File: config.mk
export PLATFORM = sky130hd
export DESIGN_NAME = jtdd_mcu_link
export DESIGN_NICKNAME = d
export VERILOG_FILES = /design/src/rtl/jtdd_mcu_link.sv
export SDC_FILE = /design/constraint.sdc
export NUM_CORES = 1
export LEC_CHECK = 0
export BUFFER_PORTS_ARGS = -buffer_cell sky130_fd_sc_hd__buf_2
export CORE_MARGIN = 2
export CORE_UTILIZATION = 46
export CTS_CLUSTER_SIZE = 24
export DETAILED_ROUTE_END_ITERATION = 10
export GPL_TIMING_DRIVEN = 0
export PLACE_DENSITY = 0.73
export SLEW_MARGIN = 25
export SYNTH_ARGS = -nofsm -noshare
export SYNTH_HDL_FRONTEND = slang
export SYNTH_SLANG_ARGS = --single-unit
File: constraint.sdc
create_clock -name clk -period 1.7 [get_ports clk]
set_input_delay 0.34 -clock clk [delete_from_list [all_inputs] [get_ports clk]]
set_output_delay 0.34 -clock clk [all_outputs]
set_load 0.01 [all_outputs]
File: src/rtl/jtdd_mcu_link.sv
// Main-CPU side of the Double Dragon main/MCU link: halt handshake, NMI strobe,
// shared-RAM access gating with stall timeout, and the MCU->main IRQ latch.
// Optional JTDD_MCU_AUTOHALT_EN: a shared-RAM access from RUN requests the halt itself.
module jtdd_mcu_link #(
  parameter int NMI_LEN = 4,
  parameter int TOUT    = 1023,
  parameter int AW      = 9
) (
  input  logic       clk,
  input  logic       rst,
  input  logic       cpu_cen,
  input  logic       ctrl_cs,
  input  logic       ack_cs,
  input  logic       stat_cs,
  input  logic       shared_cs,
  input  logic       cpu_wrn,
  input  logic [7:0] cpu_dout,
  output logic [7:0] stat_dout,
  output logic       cpu_waitn,
  output logic       cpu_irqn,
  output logic       mcu_halt,
  input  logic       mcu_halted,
  output logic       mcu_nmi_set,
  input  logic       mcu_irqmain,
  output logic       com_cs
);

  typedef enum logic [1:0] {ST_RUN, ST_HREQ, ST_HALTED, ST_RELEASE} state_t;

  state_t     state_reg, state_next;
  logic [3:0] st_onehot;
  logic       hreq_reg;
  logic       hreq_sw;
  logic       hreq;
  logic [3:0] nmi_cnt_reg;
  logic [9:0] stall_cnt_reg;
  logic       waitn_reg;
  logic       fail_reg;
  logic       tout_reg;
  logic       timeout_hit;
  logic       irq_reg;
  logic       irq_prev_reg;
  logic       ctrl_wr;
  logic       ack_wr;

  // AW sizes the RAM on the MCU side; this end only qualifies the select.
  localparam int unused_aw = AW;
  logic unused_dout;
  assign unused_dout = &{1'b0, cpu_dout[6:2]};

  assign ctrl_wr = ctrl_cs & ~cpu_wrn & cpu_cen;
  assign ack_wr  = ack_cs & ~cpu_wrn & cpu_cen;
  // The written halt bit acts in the write cycle so mcu_halt rises right after it.
  assign hreq_sw = ctrl_wr ? cpu_dout[0] : hreq_reg;

`ifdef JTDD_MCU_AUTOHALT_EN
  logic       auto_reg;
  logic [2:0] auto_cnt_reg;

  always_ff @(posedge clk) begin
    if (rst) begin
      auto_reg     <= 1'b0;
      auto_cnt_reg <= 3'd0;
    end else if (shared_cs && (state_reg == ST_RUN || auto_reg)) begin
      auto_reg     <= 1'b1;
      auto_cnt_reg <= 3'd0;
    end else if (auto_reg && !shared_cs) begin
      if (auto_cnt_reg == 3'd7) auto_reg <= 1'b0;
      auto_cnt_reg <= auto_cnt_reg + 3'd1;
    end
  end

  assign hreq = hreq_sw | auto_reg | (shared_cs & (state_reg == ST_RUN));
`else
  assign hreq = hreq_sw;
`endif

  always_ff @(posedge clk) begin
    if (rst) begin
      state_reg <= ST_RUN;
      hreq_reg  <= 1'b0;
    end else begin
      state_reg <= state_next;
      if (ctrl_wr) hreq_reg <= cpu_dout[0];
    end
  end

  always_comb begin
    state_next = state_reg;
    case (state_reg)
      ST_RUN:     if (hreq) state_next = ST_HREQ;
      ST_HREQ:    if (mcu_halted) state_next = ST_HALTED;
                  else if (!hreq) state_next = ST_RELEASE;
      ST_HALTED:  if (!hreq) state_next = ST_RELEASE;
                  else if (!mcu_halted) state_next = ST_HREQ;
      ST_RELEASE: if (!mcu_halted) state_next = ST_RUN;
                  else if (hreq) state_next = ST_HREQ;
      default:    state_next = ST_RUN;
    endcase
  end

  always_comb begin
    st_onehot = 4'b0001;
    mcu_halt  = 1'b0;
    case (state_reg)
      ST_RUN:     st_onehot = 4'b0001;
      ST_HREQ:    begin st_onehot = 4'b0010; mcu_halt = 1'b1; end
      ST_HALTED:  begin st_onehot = 4'b0100; mcu_halt = 1'b1; end
      ST_RELEASE: st_onehot = 4'b1000;
      default:    st_onehot = 4'b0001;
    endcase
  end

  always_ff @(posedge clk) begin
    if (rst) begin
      nmi_cnt_reg <= 4'd0;
    end else if (ctrl_wr && cpu_dout[1]) begin
      nmi_cnt_reg <= 4'(NMI_LEN);
    end else if (nmi_cnt_reg != 4'd0) begin
      nmi_cnt_reg <= nmi_cnt_reg - 4'd1;
    end
  end

  assign mcu_nmi_set = (nmi_cnt_reg != 4'd0);

  // A stalled access that outlives TOUT is abandoned: the CPU is released and the write is dropped.
  assign timeout_hit = shared_cs & (state_reg != ST_HALTED) & ~fail_reg
                     & (stall_cnt_reg == 10'(TOUT));

  always_ff @(posedge clk) begin
    if (rst) begin
      stall_cnt_reg <= 10'd0;
      waitn_reg     <= 1'b1;
      fail_reg      <= 1'b0;
    end else if (!shared_cs) begin
      stall_cnt_reg <= 10'd0;
      waitn_reg     <= 1'b1;
      fail_reg      <= 1'b0;
    end else if (state_reg == ST_HALTED || fail_reg) begin
      stall_cnt_reg <= 10'd0;
      waitn_reg     <= 1'b1;
    end else if (timeout_hit) begin
      stall_cnt_reg <= 10'd0;
      waitn_reg     <= 1'b1;
      fail_reg      <= 1'b1;
    end else begin
      stall_cnt_reg <= stall_cnt_reg + 10'd1;
      waitn_reg     <= 1'b0;
    end
  end

  always_ff @(posedge clk) begin
    if (rst) begin
      tout_reg <= 1'b0;
    end else if (timeout_hit) begin
      tout_reg <= 1'b1;
    end else if (ctrl_wr && cpu_dout[7]) begin
      tout_reg <= 1'b0;
    end
  end

  assign cpu_waitn = waitn_reg;
  assign com_cs    = shared_cs & (state_reg == ST_HALTED) & ~fail_reg;

  // A new edge outranks a simultaneous acknowledge so no interrupt is lost.
  always_ff @(posedge clk) begin
    if (rst) begin
      irq_reg      <= 1'b0;
      irq_prev_reg <= 1'b0;
    end else begin
      irq_prev_reg <= mcu_irqmain;
      if (mcu_irqmain && !irq_prev_reg) irq_reg <= 1'b1;
      else if (ack_wr) irq_reg <= 1'b0;
    end
  end

  assign cpu_irqn = ~irq_reg;

  always_ff @(posedge clk) begin
    if (rst) begin
      stat_dout <= 8'd0;
    end else begin
      stat_dout <= stat_cs ? {st_onehot, tout_reg, mcu_nmi_set, irq_reg, st_onehot[2]} : 8'd0;
    end
  end

endmodule

==> summary.md, run 1 <==
| Metric | Value |
|---|---|
| Total CTS buffers | 5 |
| Vias in the first global route | 906 |
| DR WL/cell | 12.2 um |
| Metal3 WL | 125 um |
| Synth top area share | between 40% and 50% |
| CP endpoint kind | flop |
| Top routing layer used | met4 |
| Worst clock skew | 4.55 ps |
| Peak per-stage delay on the critical path | 390 ps |
| Status | finished clean |
| DIE WIDTH | 56.2 um |
| Iter 0 DRT Violations | 26 |
| H-tree levels | 2 |
| Initial antenna violation count | 0 |
| Initial Utilization | 49.6% |
| Part of the cycle the worst path needs | 96.3% |
| Clk slew on worst S/H paths | roughly 90 ps |
| Vias after detailed routing | 1030 |
| CTS tree | done |
| Static leakage | 0.000639 uW |
| Worst hold path type | input pin to flop |
| Critical Path AT | between 1500 and 2000 ps |
| Final setup fails | 0 |
| Max-slew violations | 0 |
| Drt pass-1 iters | 4 |
| Cell variety after synth | 35 |
| Most common cell after layout, fill and taps aside | dfxtp_1 |
| Crit Path Class | flop to flop |
| Most frequent cells in the layout | dfxtp_1 (28), buf_2 (26), nor2_1 (17) |
| Synth top area cells | dfxtp_1 (46%), ha_1 (6.0%), nor2_1 (5.1%) |
| Layout Utilization | 60.0% |
| Synth Cell Area | 1250 um^2 |
| Endpoints failing hold | 0 |
| I/O pins | 31 |
| Longest Clk Path Bufs | 2 |
| DR WL met2 | 1240 um |
| CORE AREA | 2520 um^2 |
| Antenna Cells | 0 |
| P&R area growth vs syn | 21.0% |
| Ys Warns | 0 |
| GP Congestion | 0.792 |
| Clock sink count | 29 |
| Startpoint types | flop |
| Number of flip-flops in the largest register | 10 |
| Slew margin rel. | 72.4% |
| CTS root buffer | clkbuf_4 |
| Fraction of layout cells with a size suffix above 1 | between 20% and 30% |
| Metal-1 WL | 1030 um |
| Nets@finish | 195 |
| Cell breakdown of the critical path | ha_1 > nand3_2 > nor4_4 > or2_1 > buf_6 > nor2_1 |
| Largest net degree at the start of global routing | 11 |
| Detailed Place HPWL | 1730 um |
| Die Span Y | 56.2 um |
| First-pass GRT wire length | 3830 um |
| Register bit total from synthesis | 29 |
| Via-per-instance ratio | 5.10 |
| Crit path time final | 1640 ps |
| CP max-delay cell | dfxtp_1 |
| Cts hold-fix bufs | 0 |
| # DRC | 0 |
| Worst skew pair latency | 320 ps |
| Synthesized Nets | 161 |
| Seq/Total Area, Yosys | 46.4% |
| Setup tns final | 0 ps |
| Syn Inst Count | 137 |
| Peak VDD IR | 958 uV |
| # rows | 18 |
| Avg Inst Size Synth | 9.13 um^2 |
| DRT Wirelength | 2460 um |
| Slew @ Worst Pin | 403 ps |
| Worst path required time | 1910 ps |
| Congestion Overflow GR | 0 |
| IO Port Bufs | 25 |
| FMAX | around 610 MHz |
| Max FO, Critical Path | 6 |
| Fill cell count | 237 |
| Pwr Density | 1010 nW/um^2 |
| Detail Route Antenna Nets | 0 |
| Total Routing Usage GR | 15.8% |
| MaxCap Viol Count | 0 |
| Die ar. | 3150 um^2 |
| Area leader, netlist | dfxtp_1 |
[critical path, delay by kind of cell, from the launching register on]
kind / cells / cell delay [ps]
simple gates: 4 / 770
flops: 1 / 390
fa+ha+maj: 1 / 240
buf+inv: 1 / 130
[cell usage after synthesis, drive strengths merged]
| library cell | number |
|---|---|
| and2 | 8 |
| xor2 | 2 |
| a211oi | 1 |
| nand2b | 2 |
| a221oi | 1 |
| nand2 | 6 |
| inv | 10 |
| mux2i | 4 |
| a31oi | 1 |
| o21bai | 1 |
| or3 | 6 |
| o21ai | 3 |
| a31o | 1 |
| nand3b | 1 |
| a21oi | 8 |
| nor4 | 1 |
| xnor2 | 5 |
| nor2b | 3 |
| clkbuf | 1 |
| a311oi | 2 |
| dfxtp | 29 |
| nor3b | 1 |
| ha | 6 |
| or2 | 1 |
| buf | 3 |
| nand3 | 5 |
| a22oi | 1 |
| nor2 | 20 |
| nor3 | 4 |
[per-layer routing]
metal,GRT usage [%],vias up
li1,-,526
met1,17.4,464
met2,26.1,31
met3,6.74,9
met4,7.48,0
met5,0,-
[logic make-up (layout without fill, tap and decap cells)]
logic type / after synthesis / after routing / share of synthesized area [%]
xor gates and xnor gates: 7 / 7 / 4.90
adders and majority gates: 6 / 6 / 6.00
DFF: 29 / 29 / 46.4
and+or+nand+nor: 58 / 58 / 24.8
buffers and inverters: 14 / 49 / 5.20
AOI/OAI and AO/OA: 19 / 19 / 9.50
muxes: 4 / 4 / 3.20
[power breakdown]
part | internal [uW] | leakage [uW] | switching (uW)
clock network | 165 | 0.0000265 | 221
logic | 166 | 0.000376 | 205
registers | 737 | 0.000237 | 40.2
total | 1070 | 0.000639 | 467
[stage by stage]
stage                     hold slack [ps]  std cells  setup WS, ps  total power (uW)  area [um^2]
final                                 252        202          63.7              1530         1510
after global routing                  275        202         -26.6              1630         1510
after CTS                             238        200          13.4              1530         1480
after detailed placement              458        192          -102              1140         1410
after global placement                451        192         -62.3              1120         1410
after floorplan                       430        137          31.6              1030         1250
[layout make-up]
class | instances | area (um^2) | area share (%)
Multi-Input combinational cell | 94 | 641 | 42.3
Sequential cell | 29 | 582 | 38.4
Timing Repair Buffer | 27 | 140 | 9.26
Clock buffer | 8 | 48.8 | 3.22
Inverter | 10 | 37.5 | 2.48
Tap cell | 30 | 37.5 | 2.48
Buffer | 4 | 27.5 | 1.82
[repair_timing]
action / 4_1_cts / 5_1_grt
setup buffers: 0 / 2
pin swaps: 0 / 1
gates cloned: 0 / 0
setup endpoints to repair: 8 / 8
resized for setup: 4 / 4
[worst paths after layout]
| path | from | endpoint | slack (ps) | cells past startpoint |
|---|---|---|---|---|
| setup / recovery | stall_cnt_reg[0] | stall_cnt_reg[0] | 60 | 6 |
| hold / removal | mcu_irqmain | irq_prev_reg | 250 | 2 |
| setup reg to reg | stall_cnt_reg[0] | stall_cnt_reg[0] | 60 | 6 |
| hold reg to reg | irq_reg | stat_dout[1] | 470 | 1 |
Note: power is estimated with default switching activity, not from simulation.
==> run 2: changes to the inputs <==
--- a/config.mk
+++ b/config.mk
@@ -12,7 +12,7 @@
 export DETAILED_ROUTE_END_ITERATION = 10
 export GPL_TIMING_DRIVEN = 0
 export PLACE_DENSITY = 0.73
-export SLEW_MARGIN = 25
+export SLEW_MARGIN = 10
 export SYNTH_ARGS = -nofsm -noshare
 export SYNTH_HDL_FRONTEND = slang
 export SYNTH_SLANG_ARGS = --single-unit
==> constraint.sdc (replaced) <==
create_clock -name clk -period 1.7 [get_ports clk]
set_input_delay 0.17 -clock clk [delete_from_list [all_inputs] [get_ports clk]]
set_output_delay 0.17 -clock clk [all_outputs]
set_load 0.01 [all_outputs]
==> summary.md, run 2 (same netlist as run 1, synthesis figures left out) <==
| Metric | Value |
|---|---|
| Static leakage | ~0.00064 uW |
| Reg2reg setup slack | 60 ps |
| Worst path required time | 1910 ps |
| R2r worst-path depth | 6 |
| WHS Path Cells | 2 |
| Worst hold path type | input pin to flop |
| Vias after detailed routing | approximately 1000 |
| Crit Path Class | flop to flop |
| Drt pass-1 iters | 4 |
| DR WL/cell | between 10 and 15 um |
| Antenna Cells | 0 |
| Most common cell after layout, fill and taps aside | dfxtp_1 |
| Max FO, Critical Path | 6 |
| CORE AREA | 2520 um^2 |
| Die Span Y | 56.2 um |
| Design Area, Final | around 1500 um^2 |
| DIE WIDTH | 56.2 um |
| Initial antenna violation count | 0 |
| P&R area growth vs syn | 20.8% |
| Fraction of layout cells with a size suffix above 1 | 26.7% |
| Top routing layer used | met4 |
| Max-slew violations | 0 |
| Metal-1 WL | 1040 um |
| Endpoints failing hold | 0 |
| GP Congestion | ~0.79 |
| Final setup fails | 0 |
| Iter 0 DRT Violations | 26 |
| Hold Path Sink | irq_prev_reg |
| Total CTS buffers | 5 |
| # DRC | 0 |
| Initial Utilization | around half |
| CTS root buffer | clkbuf_4 |
| Longest Clk Path Bufs | 2 |
| Reg2reg start | stall_cnt_reg[0] |
| Clock sink count | 29 |
| RR Endpoint | stall_cnt_reg[0] |
| FMAX | 611 MHz |
| Largest net degree at the start of global routing | 11 |
| Part of the cycle the worst path needs | 96.3% |
| Pwr Density | 1010 nW/um^2 |
| MaxCap Viol Count | 0 |
| Hold_ws | 81.3 ps |
| CTS tree | done |
| Via-per-instance ratio | 5.07 |
| Detailed Place HPWL | 1730 um |
| Crit path time final | approximately 1600 ps |
| DRT Wirelength | between 2000 and 2500 um |
| Detail Route Antenna Nets | 0 |
| Startpoint types | flop |
| Peak VDD IR | 947 uV |
| Dpl cell area | ~1400 um^2 |
| Total power | approximately 1500 uW |
| I/O pins | 31 |
| # rows | 18 |
| Metal3 WL | 114 um |
| Setup tns final | 0 ps |
| Status | finished clean |
| Critical Path AT | ~1900 ps |
| Slew @ Worst Pin | 404 ps |
| Total Routing Usage GR | between 10% and 20% |
| Slew margin rel. | 72.3% |
| DR WL met2 | 1240 um |
| Clk slew on worst S/H paths | 90 ps |
| Most frequent cells in the layout | dfxtp_1 (28), buf_2 (26), nor2_1 (17) |
| Worst clock skew | between 4 and 5 ps |
| CP endpoint kind | flop |
| First-pass GRT wire length | 3830 um |
| Vias in the first global route | 906 |
| Number of flip-flops in the largest register | 10 |
| Die ar. | 3150 um^2 |
| H-tree levels | 2 |
| Nets@finish | 195 |
| Congestion Overflow GR | 0 |
| Worst skew pair latency | 320 ps |
| Hold path startpoint | mcu_irqmain |
| IO Port Bufs | 25 |
run 2: cell types whose count changed in the layout (fill, tap and decap cells not counted):
cell,change
nand2_1,+1
nand2_2,-1
run 2: repair_timing:
action | in CTS | in global routing
setup buffers | 0 | 2
pin swaps | 0 | 1
endpoints found under the setup margin | 7 | 6
hold buffers | 0 | 0
gates resized for setup | 4 | 3
run 2: how the worst max path moves through the flow:
stage	start	endpoint	cells past startpoint
5_1_grt	stall_cnt_reg[0]	stall_cnt_reg[7]	6
3_3_place_gp	state_reg[0]	stall_cnt_reg[7]	7
6_report	stall_cnt_reg[0]	stall_cnt_reg[0]	6
2_1_floorplan	state_reg[0]	stall_cnt_reg[7]	7
4_1_cts	state_reg[0]	stall_cnt_reg[1]	7
3_5_place_dp	state_reg[0]	stall_cnt_reg[1]	7
run 2: worst max-delay path, stage by stage (launching register included):
cell	delay [ps]
dfxtp_1	390
ha_1	240
nand3_2	180
nor4_4	390
or2_1	160
buf_6	130
nor2_1	40
run 2: per-stage QoR:
stage	utilization (%)	std cells	setup WS (ps)
after floorplan	-	137	31.6
after global placement	56.1	192	-62.3
after detailed placement	56.1	192	-102
after CTS	58.8	200	13.4
after global routing	59.9	202	-26.6
final	59.9	202	63.2
run 2: final cells by class:
cell class                      count  area (um^2)
Fill cell                         236         1010
Multi-Input combinational cell     94          638
Sequential cell                    29          582
Timing Repair Buffer               27          140
Clock buffer                        8         48.8
Inverter                           10         37.5
Tap cell                           30         37.5
Buffer                              4         27.5
run 2: where the power goes:
group	switching (uW)	internal, uW
Sequential	40.2	737
Clock	222	165
Combinational	201	162
run 2: routing by layer:
metal | vias up | track usage [%]
met5 | - | 0
met4 | 0 | 7.48
met3 | 9 | 6.74
met2 | 25 | 26.1
met1 | 463 | 17.4
li1 | 527 | -
==> run 3: changes to the inputs <==
--- a/config.mk
+++ b/config.mk
@@ -7,11 +7,10 @@
 export LEC_CHECK = 0
 export BUFFER_PORTS_ARGS = -buffer_cell sky130_fd_sc_hd__buf_2
 export CORE_MARGIN = 2
-export CORE_UTILIZATION = 46
+export CORE_UTILIZATION = 35
 export CTS_CLUSTER_SIZE = 24
 export DETAILED_ROUTE_END_ITERATION = 10
 export GPL_TIMING_DRIVEN = 0
-export PLACE_DENSITY = 0.73
 export SLEW_MARGIN = 10
 export SYNTH_ARGS = -nofsm -noshare
 export SYNTH_HDL_FRONTEND = slang
==> summary.md, run 3 (same netlist as run 1, synthesis figures left out) <==
| Metric | Value |
|---|---|
| Total CTS buffers | 5 |
| Worst clock skew | between 7 and 8 ps |
| Largest net degree at the start of global routing | 11 |
| Critical Path AT | 1900 ps |
| Combinational power share | between 20 and 25% |
| Clock share of power | 29.7% |
| Peak VDD IR | approximately 740 uV |
| Die ar. | 4070 um^2 |
| Hold_ws | between 80 and 90 ps |
| FMAX | 616 MHz |
| MaxCap Viol Count | 0 |
| Initial Utilization | 36.9% |
| P&R area growth vs syn | 25.5% |
| Die Span Y | 63.8 um |
| Final setup fails | 0 |
| Worst path required time | 1980 ps |
| CTS tree | done |
| IO Port Bufs | 25 |
| H-tree levels | 2 |
| CTS root buffer | clkbuf_4 |
| WHS Path Cells | 3 |
| Drt pass-1 iters | 4 |
| Fraction of layout cells with a size suffix above 1 | between 20% and 30% |
| Startpoint types | flop |
| Sw Ratio | between 20% and 30% |
| Fin worst setup slack | approximately 77 ps |
| Part of the cycle the worst path needs | 95.5% |
| Pint | 1140 uW |
| Crit Path Class | flop to flop |
| Worst skew pair latency | 330 ps |
| Congestion Overflow GR | 0 |
| Fill cell count | 341 |
| Clk slew on worst S/H paths | 90 ps |
| Static leakage | 0.000666 uW |
| Met3 Usage GRT | 5.28% |
| Pwr Density | between 1000 and 1500 nW/um^2 |
| Initial antenna violation count | 0 |
| GP Congestion | 0.807 |
| Detail Route Antenna Nets | 0 |
| Number of flip-flops in the largest register | 10 |
| Nets@finish | a little under 200 |
| Detailed Place HPWL | 1680 um |
| Met2 Track Usage GR | 18.9% |
| First-pass GRT wire length | 3860 um |
| Slew @ Worst Pin | 490 ps |
| Worst hold path type | input pin to flop |
| Antenna Cells | 0 |
| Longest Clk Path Bufs | 2 |
| Max FO, Critical Path | 6 |
| Clock sink count | 29 |
| P_sw | 467 uW |
| GR peak layer | met2 |
| Slew margin rel. | roughly 67% |
| Via-per-instance ratio | 4.58 |
| CP endpoint kind | flop |
| Iter 0 DRT Violations | 16 |
| DR WL/cell | 10.4 um |
| DRT Wirelength | 2290 um |
| I/O pins | 31 |
| Vias in the first global route | 907 |
| R2r worst-path depth | 7 |
| Vias after detailed routing | ~1000 |
| GR met1 Demand/Resource | 14.8% |
| Most common cell after layout, fill and taps aside | dfxtp_1 |
| CORE AREA | 3390 um^2 |
| Status | finished clean |
| Endpoints failing hold | 0 |
| Share of power burned in registers | 48.3% |
| # DRC | 0 |
| Crit path time final | 1620 ps |
| Dpl ws | -97.7 ps |
| # rows | 21 |
| Total Routing Usage GR | between 10% and 20% |
| DIE WIDTH | 63.8 um |
| Most frequent cells in the layout | dfxtp_1 (28), buf_2 (25), nor2_1 (17) |
| Max-slew violations | 0 |
-- run 3: cell types whose count changed in the layout (fill, tap and decap cells not counted), sizes merged --
cell / before / now
clkinv: 0 / 1
buf: 30 / 32
clkbuf: 9 / 8
-- run 3: repair_timing --
| item | in CTS | in global routing |
|---|---|---|
| resized for setup | 4 | 4 |
| endpoints found under the setup margin | 6 | 7 |
| buffers inserted | 0 | 4 |
| hold buffers | 0 | 0 |
-- run 3: final cells by class --
class | instances | area, um^2 | area share, %
multi-input cells | 94 | 638 | 40.6
repair buffers | 29 | 155 | 9.88
plain buffers | 4 | 30.0 | 1.91
flip-flops and latches | 29 | 582 | 37.1
well taps | 46 | 57.6 | 3.67
inverters | 10 | 37.5 | 2.39
clock buffers | 7 | 65.1 | 4.14
clock inverters | 1 | 5.00 | 0.319
-- run 3: power by group through the flow --
stage	logic (uW)	registers [uW]	clock network, uW
2_1_floorplan	245	790	0
3_3_place_gp	331	788	0
3_5_place_dp	341	792	0
4_1_cts	346	778	495
5_1_grt	408	787	522
6_report	356	778	478
-- run 3: stage by stage --
stage	total power, uW	area [um^2]	utilization [%]	instances	TNS [ps]
2_1_floorplan	1030	1250	-	137	0
3_3_place_gp	1120	1430	42.3	208	-455
3_5_place_dp	1130	1430	42.3	208	-518
4_1_cts	1620	1520	45.0	216	0
5_1_grt	1720	1570	46.3	220	-6.13
6_report	1610	1570	46.3	220	0
-- run 3: worst max-delay path, cell delays in order, from the launching register on --
cell     delay [ps]
dfxtp_2         360
inv_2            60
ha_4            180
or3_1           360
buf_4           160
or2_1           230
buf_6           140
nor2_2           80
-- run 3: final timing paths --
kind,slack [ps],from,end
worst max-delay path,80,state_reg[0],stall_cnt_reg[7]
worst min-delay path,90,mcu_irqmain,irq_reg
worst max register to register,80,state_reg[0],stall_cnt_reg[7]
worst min register to register,460,irq_reg,stat_dout[1]
-- run 3: per-layer routing --
layer / wire length, um / share of wire (%) / vias up
li1: - / - / 529
met5: 0 / 0 / -
met1: 1060 / 46 / 448
met4: 32 / 1.4 / 0
met2: 1060 / 46 / 26
met3: 142 / 6.2 / 5
